===== src/rtl/vend_dec_pkg.sv =====
// Shared types and helpers for the vending select decoder.
package vend_dec_pkg;

  typedef enum logic [1:0] {
    IDLE  = 2'd0,
    DRIVE = 2'd1,
    GAP   = 2'd2
  } state_e;

  // Width of the hold counter. It holds values 0..PULSE_CYC-1 and is never
  // narrower than one bit, so PULSE_CYC=1 still has a usable counter.
  function automatic int cnt_width(input int pulse_cyc);
    return (pulse_cyc <= 1) ? 1 : $clog2(pulse_cyc);
  endfunction

endpackage


===== src/rtl/vend_onehot_dec.sv =====
// Combinational binary-to-one-hot decoder. Indices >= NUM_OUT decode to all-zero,
// so a zero result doubles as the out-of-range indication.
module vend_onehot_dec #(
  parameter int SEL_W   = 3,
  parameter int NUM_OUT = 8
) (
  input  logic [SEL_W-1:0]   idx,
  output logic [NUM_OUT-1:0] onehot
);

  // One comparator per output line; only lines that exist are generated.
  for (genvar i = 0; i < NUM_OUT; i++) begin : g_line
    assign onehot[i] = (idx == SEL_W'(i));
  end

endmodule


===== src/rtl/vend_select_decoder.sv =====
// Registered one-hot product select with programmable pulse width and a
// guaranteed all-zero gap cycle between selections.
// Build option: define SOLD_OUT_MASK_EN to let sold_out block indices;
// otherwise sold_out is present but ignored.
module vend_select_decoder
  import vend_dec_pkg::*;
#(
  parameter int SEL_W     = 3,
  parameter int NUM_OUT   = 8,
  parameter int PULSE_CYC = 4
) (
  input  logic               clk,
  input  logic               rst,
  input  logic               req_valid,
  output logic               req_ready,
  input  logic [SEL_W-1:0]   req_sel,
  input  logic [NUM_OUT-1:0] sold_out,
  output logic [NUM_OUT-1:0] sel_onehot,
  output logic               busy,
  output logic               done,
  output logic               err
);

  localparam int             CNT_W    = cnt_width(PULSE_CYC);
  localparam logic [CNT_W-1:0] CNT_LOAD = CNT_W'(PULSE_CYC - 1);

  state_e               state_q, state_d;
  logic [CNT_W-1:0]     cnt_q, cnt_d;
  logic [NUM_OUT-1:0]   sel_q, sel_d;
  logic                 busy_q, busy_d;
  logic                 done_q, done_d;
  logic                 err_q, err_d;

  logic [NUM_OUT-1:0]   dec_vec;
  logic [NUM_OUT-1:0]   avail_vec;

  vend_onehot_dec #(
    .SEL_W   (SEL_W),
    .NUM_OUT (NUM_OUT)
  ) u_dec (
    .idx    (req_sel),
    .onehot (dec_vec)
  );

`ifdef SOLD_OUT_MASK_EN
  // A sold-out slot removes its line, which makes the request look out of range.
  assign avail_vec = dec_vec & ~sold_out;
`else
  logic unused_sold_out;
  assign unused_sold_out = ^sold_out;
  assign avail_vec       = dec_vec;
`endif

  assign req_ready  = (state_q == IDLE);
  assign sel_onehot = sel_q;
  assign busy       = busy_q;
  assign done       = done_q;
  assign err        = err_q;

  // Next-state logic: the decoded one-hot is latched at the handshake, so the
  // index and mask are not looked at again for the rest of the dispense.
  always_comb begin
    state_d = state_q;
    cnt_d   = cnt_q;
    sel_d   = sel_q;
    done_d  = 1'b0;
    err_d   = 1'b0;
    unique case (state_q)
      IDLE: begin
        if (req_valid) begin
          if (|avail_vec) begin
            state_d = DRIVE;
            cnt_d   = CNT_LOAD;
            sel_d   = avail_vec;
          end else begin
            err_d   = 1'b1;
          end
        end
      end
      DRIVE: begin
        if (cnt_q == '0) begin
          state_d = GAP;
          sel_d   = '0;
          done_d  = 1'b1;
        end else begin
          cnt_d   = cnt_q - 1'b1;
        end
      end
      GAP: begin
        state_d = IDLE;
      end
      default: begin
        state_d = IDLE;
        sel_d   = '0;
      end
    endcase
    busy_d = (state_d != IDLE);
  end

  // State and output registers; reset aborts any dispense and drops a pending err.
  always_ff @(posedge clk) begin
    if (rst) begin
      state_q <= IDLE;
      cnt_q   <= '0;
      sel_q   <= '0;
      busy_q  <= 1'b0;
      done_q  <= 1'b0;
      err_q   <= 1'b0;
    end else begin
      state_q <= state_d;
      cnt_q   <= cnt_d;
      sel_q   <= sel_d;
      busy_q  <= busy_d;
      done_q  <= done_d;
      err_q   <= err_d;
    end
  end

endmodule

===== config.mk =====
export PLATFORM = sky130hd
export DESIGN_NAME = vend_select_decoder
export DESIGN_NICKNAME = d
export VERILOG_FILES = /design/src/rtl/vend_dec_pkg.sv /design/src/rtl/vend_onehot_dec.sv /design/src/rtl/vend_select_decoder.sv
export SDC_FILE = /design/constraint.sdc
export NUM_CORES = 1
export LEC_CHECK = 0
export CORE_ASPECT_RATIO = 1.5
export CORE_UTILIZATION = 30
export CTS_CLUSTER_DIAMETER = 40
export DETAILED_ROUTE_END_ITERATION = 8
export GPL_ROUTABILITY_DRIVEN = 0
export GPL_TIMING_DRIVEN = 0
export PLACE_DENSITY_LB_ADDON = 0.15
export SLEW_MARGIN = 20
export SYNTH_ARGS = -nofsm -noshare
export SYNTH_HDL_FRONTEND = slang
export SYNTH_HIERARCHICAL = 1
export SYNTH_SLANG_ARGS = --single-unit

===== constraint.sdc =====
create_clock -name clk -period 2.1 [get_ports clk]
set_input_delay 0.315 -clock clk [delete_from_list [all_inputs] [get_ports clk]]
set_output_delay 0.315 -clock clk [all_outputs]
set_load 0.01 [all_outputs]

# [After elaboration in Yosys (flattened, before gate mapping)]
# Index checks and enable logic that the tools add are counted.
[word_totals] wordCells=48 register_bits=15
[op_classes] add_sub_neg=1 eq_ne=13 n_mux=14 reduce_logical=10 bitwise_logic=4
[op_table] op="$mux W8" count=3
[op_table] op="$pmux W8 S3" count=1
[op_table] op="$eq A3 B3 Y1 const B" count=4
[op_table] op="$mux W2" count=6
[op_table] op="$pmux W2 S2" count=2
[op_table] op="$reduce_and A4 Y1" count=2
[op_table] op="$reduce_or A8 Y1" count=1
[op_table] op="$eq A3 B2 Y1 const B" count=2
[op_table] op="$ne A2 B2 Y1 const B" count=3
[op_table] op="$logic_not A2 Y1" count=2
[op_table] op="$not A1 Y1" count=4
[op_table] op="$reduce_bool A2 Y1" count=2
[op_table] op="$eq A3 B1 Y1 const B" count=1
[op_table] op="$logic_not A3 Y1" count=1
[op_table] op="$reduce_or A3 Y1" count=1
[op_table] op="$eq A2 B1 Y1 const B" count=1
[op_table] op="$eq A2 B2 Y1 const B" count=1
[op_table] op="$mux W1" count=2
[op_table] op="$ne A2 B1 Y1 const B" count=1
[op_table] op="$reduce_or A2 Y1" count=1
[op_table] op="$sub A2 B1 Y2 const B" count=1

# [Depth between registers and ports, before layout]
[logic_depth] depth_word=6 ltp_mapped=5 depth_no_buf=5

# [Modules after synthesis]
# Netlist, hierarchy kept.
[by_module_without_submodules] mod="vend_select_decoder" instances=1 cells_each=59 area_per_inst_um2=613.1 seq_area_each_um2=300.3
[by_module_without_submodules] mod="vend_onehot_dec" instances=1 cells_each=8 area_per_inst_um2=65.1 seq_area_each_um2=0.0

# [Worst setup path after synthesis]
# OpenSTA, ideal clock, no wires.
[synth_timing] path_type="flip-flop to flip-flop" startpoint="register cnt_q[0]" endpoint="register sel_q[2] (netlist: sel_onehot[2])" setup_ps=58 path_stages_with_launch=6 t_arrival_ps=1424 setup_slack_ps=617 n_path_buf=0 path_cell_list="dfxtp_1 -> inv_1 -> ha_1 -> or2_2 -> a21oi_1 -> a31o_2"
[synth_between] elab_chain_cells=3
[synth_lines] element="start, declared" line_no="vend_select_decoder.sv:28" rtl="logic [CNT_W-1:0] cnt_q, cnt_d;"
[synth_lines] element="start signal, assigned" line_no="vend_select_decoder.sv:111" rtl="cnt_q <= cnt_d;"
[synth_lines] element="$logic_not A2 Y1" line_no="vend_select_decoder.sv:81" rtl="if (cnt_q == '0) begin"
[synth_lines] element="$ne A2 B2 Y1 (no source line)"
[synth_lines] element="$reduce_and A4 Y1 (no source line)"
[synth_lines] element="end signal, assigned" line_no="vend_select_decoder.sv:112" rtl="sel_q <= sel_d;"
[synth_lines] element="end, declared" line_no="vend_select_decoder.sv:29" rtl="logic [NUM_OUT-1:0] sel_q, sel_d;"
# No other way between the ends.
# A chain may end at the register's enable or synchronous reset.

# [Worst setup path after layout]
[layout_timing] startpoint="input port req_sel[1]" endpoint="register cnt_q[0]"
[layout_between] elab_chain_cells=4 word_cells_on_any_way=11 classes_between="eq/ne (8); reduce/logical (3)"
[layout_lines] element="start, declared" line_no="vend_select_decoder.sv:16" rtl="input logic [SEL_W-1:0] req_sel,"
[layout_lines] element="$eq A3 B3 Y1" line_no="vend_onehot_dec.sv:13" rtl="assign onehot[i] = (idx == SEL_W'(i));"
[layout_lines] element="net avail_vec[5]" line_no="vend_select_decoder.sv:35" rtl="logic [NUM_OUT-1:0] avail_vec;"
[layout_lines] element="$reduce_or A8 Y1" line_no="vend_select_decoder.sv:71" rtl="if (|avail_vec) begin"
[layout_lines] element="$ne A2 B1 Y1 (no source line)"
[layout_lines] element="$reduce_and A4 Y1 (no source line)"
# The timed path passes the listed nets, and every way through them passes these cells.

==> results.txt <==
die width -> 40.8 um
Flop pwr share -> 51.2%
Worst Path Required -> 2.27 ns
final global-route overflow total -> 0
drc violations -> 0
n_diodes -> 0
sw frac -> 26.7%
Top-Level Pins -> 26
All-Layer GR Usage -> 12.8%
Worst Setup End Kind -> flop
internal power -> 0.000445 W
die area -> 2460 sq um
NetSw -> 0.000162 W
CTS Buffer Depth -> 2
Initial Utilization -> 32.7%
unrepaired setup endpoints after global routing -> false
final worst path period need -> 1.85 ns
CP Class -> input pin to flop
Die Y -> 60.2 um
Slowest-stage cell, CP -> clkdlybuf4s50_1
Final Net Count -> 103
CTS-repair resized insts -> 0
Post-Syn Area -> 678 sq um
CP max FO -> 10
Post-Synth Simple-Gate Area -> 29.7%
Warnings, synthesis -> 6
Critical Path Start Type -> input pin
Avg Cell Area, Syn -> 10.1 sq um
Final setup violation count -> 0
HP Class -> flop to flop
adder-cell area share of the yosys netlist -> 1.85%
number of global-route vias before repair -> 503
dpl ws -> -0.0444 ns
Comb pwr share -> 22.2%
Clk pwr share -> 26.6%
Final Core Density -> 43.0%
Avg WL per Cell -> 12.4 um
area of the core -> 2080 sq um
Vias/cell -> 5.28
Async SR Flop Fraction -> 0%
Post-synth EDFFs -> 0
Fmax -> 539 MHz
Leak Pwr -> 0.326 nW
fin area -> 892 sq um
CTS H-tree depth -> 1
DRT iter0 DRCs -> 5
port bufs -> 16
ratio of final minimum period to clock period -> 88.3%
total number of vias -> 575
Pre-antenna DRT Iters -> 4
TritonCTS buffer count -> 3
post-detail-place hpwl -> 1020 um
Site Rows -> 20
syn nets -> 82
commonest register cell after synthesis -> dfxtp_1
Post-CTS Setup Repair Bufs -> 0
Seq/Total Area, Yosys -> 44.3%
Worst-Margin Slew -> 0.667 ns
final WL -> 1350 um
largest family of logic cells by synthesized area -> simple AND/OR/NAND/NOR gates
ANT nets after route -> 0
clock skew -> 0.000673 ns
CP cell instances -> clkdlybuf4s50_1 -> and3b_2 -> nor4_1 -> a21o_4 -> buf_6 -> a31oi_1
Slew HR -> 55.6%
Power Density -> 681 nW/um^2
clk slew on worst S/H paths -> 0.08 ns
CTS tree -> yes
Final Slew Violations -> 0
pin count of the biggest net entering global routing -> 11
Max VDD drop -> 0.363 mV
outcome -> finished clean
crit-path max cell delay -> 0.58 ns
TritonCTS Sinks -> 15
final hold vios -> 0
Placed Cells -> 105
CTS root buf -> clkbuf_4
Mapped Cells -> 67
TNS Setup -> 0 ns
Post-Synth XOR/XNOR Area -> 0%
setup ws final -> 0.246 ns
clk_lat worst skew -> 0.28 ns
share of cells above drive strength 1 -> 13.8%
crit path DAT -> 2.02 ns
# Max-Cap Violations -> 0
Distinct cells, synth -> 22
post-synthesis compound-gate area fraction -> 18.1%
Post-DP Area -> 866 sq um
Layout Cells excl Fill -> 109
initial antenna violation count -> 0
Yosys reg bits -> 15
first-pass GRT wire length -> 2070 um
Layout area overhead -> 31.5%
mux cell area share after synthesis -> 0%
# hold bufs at CTS -> 0
==> path summary, 6_finish.rpt <==
path                         startpoint                         end  slack [ns]  cells after the start
min reg2reg  sel_onehot[5]$_SDFFE_PP0P_  sel_onehot[5]$_SDFFE_PP0P_        0.48                      1
max reg2reg       cnt_q[0]$_SDFFE_PP0P_  sel_onehot[2]$_SDFFE_PP0P_        0.34                      5
max                          req_sel[1]       cnt_q[0]$_SDFFE_PP0P_        0.25                      6
min          sel_onehot[5]$_SDFFE_PP0P_  sel_onehot[5]$_SDFFE_PP0P_        0.48                      1
==> stage by stage <==
step | total power [W] | hold WS (ns)
after global routing | 0.000639 | 0.499
final | 0.000607 | 0.482
after floorplan | 0.000402 | 0.451
after detailed placement | 0.000453 | 0.468
after global placement | 0.000452 | 0.461
after CTS | 0.000620 | 0.489
==> layout by cell type (no fill, tap or decap), types with 2 or more instances in the layout <==
cell type        count
nand2_1              2
a21oi_1              3
dfxtp_1             15
nor2_1               2
and3b_2              3
nor4_1               2
a31o_1               7
clkbuf_4             3
nor3b_1             14
nor3_1               2
clkdlybuf4s50_1     16
buf_6                2
inv_1                3
clkbuf_1             3
==> synthesized netlist by cell type, types with 2 or more instances <==
cell type  instances  area [sq um]
dfxtp_1           15           300
nor3_1             2          10.0
a21oi_1            3          15.0
a31o_1             7          61.3
nor3b_1           14           105
nor4_1             2          12.5
buf_6              2          22.5
inv_1              3          11.3
nor2_1             2          7.51
and3b_2            3          30.0
clkbuf_1           2          7.51
nand2_1            2          7.51
==> cell type report <==
class	instances	area [sq um]
clock buffer	4	26.3
fill	209	1180
inverter	3	11.3
timing repair buffer	16	160
sequential	15	300
buffer	4	30.0
multi-input combinational	45	337
tap	22	27.5
==> flip-flops by register name, summed over array words and instances (netlist names) <==
| signal | count |
|---|---|
| cnt_q | 2 |
| busy | 1 |
| err | 1 |
| sel_onehot | 8 |
| done | 1 |
| state_q | 2 |
==> power by group through the flow <==
stage	Combinational (W)	Sequential, W	Clock [W]
4_1_cts	0.000136	0.000311	0.000172
6_report	0.000135	0.000311	0.000162
3_5_place_dp	0.000135	0.000318	0
3_3_place_gp	0.000134	0.000318	0
2_1_floorplan	0.0000808	0.000321	0
5_1_grt	0.000149	0.000313	0.000177
==> cell families after synthesis <==
| kind of cell | count (synthesis) |
|---|---|
| buffers and inverters | 7 |
| adders and majority gates | 1 |
| and+or+nand+nor | 29 |
| DFF | 15 |
| AOI/OAI and AO/OA | 15 |
==> routing by layer <==
metal  up-vias  wire length (um)  GRT usage (%)
met5         -                 0              0
met4         0                23           8.57
met3         4                44           2.23
met2        11               678           20.8
met1       268               605           14.1
li1        292                 -              -
==> worst max-delay path: cells and delay by family <==
kind	cells	cell delay (ns)
AOI/OAI and AO/OA	2	0.30
and+or+nand+nor	2	0.70
buffers and inverters	2	0.71
Power figures use the tool's default switching activity.
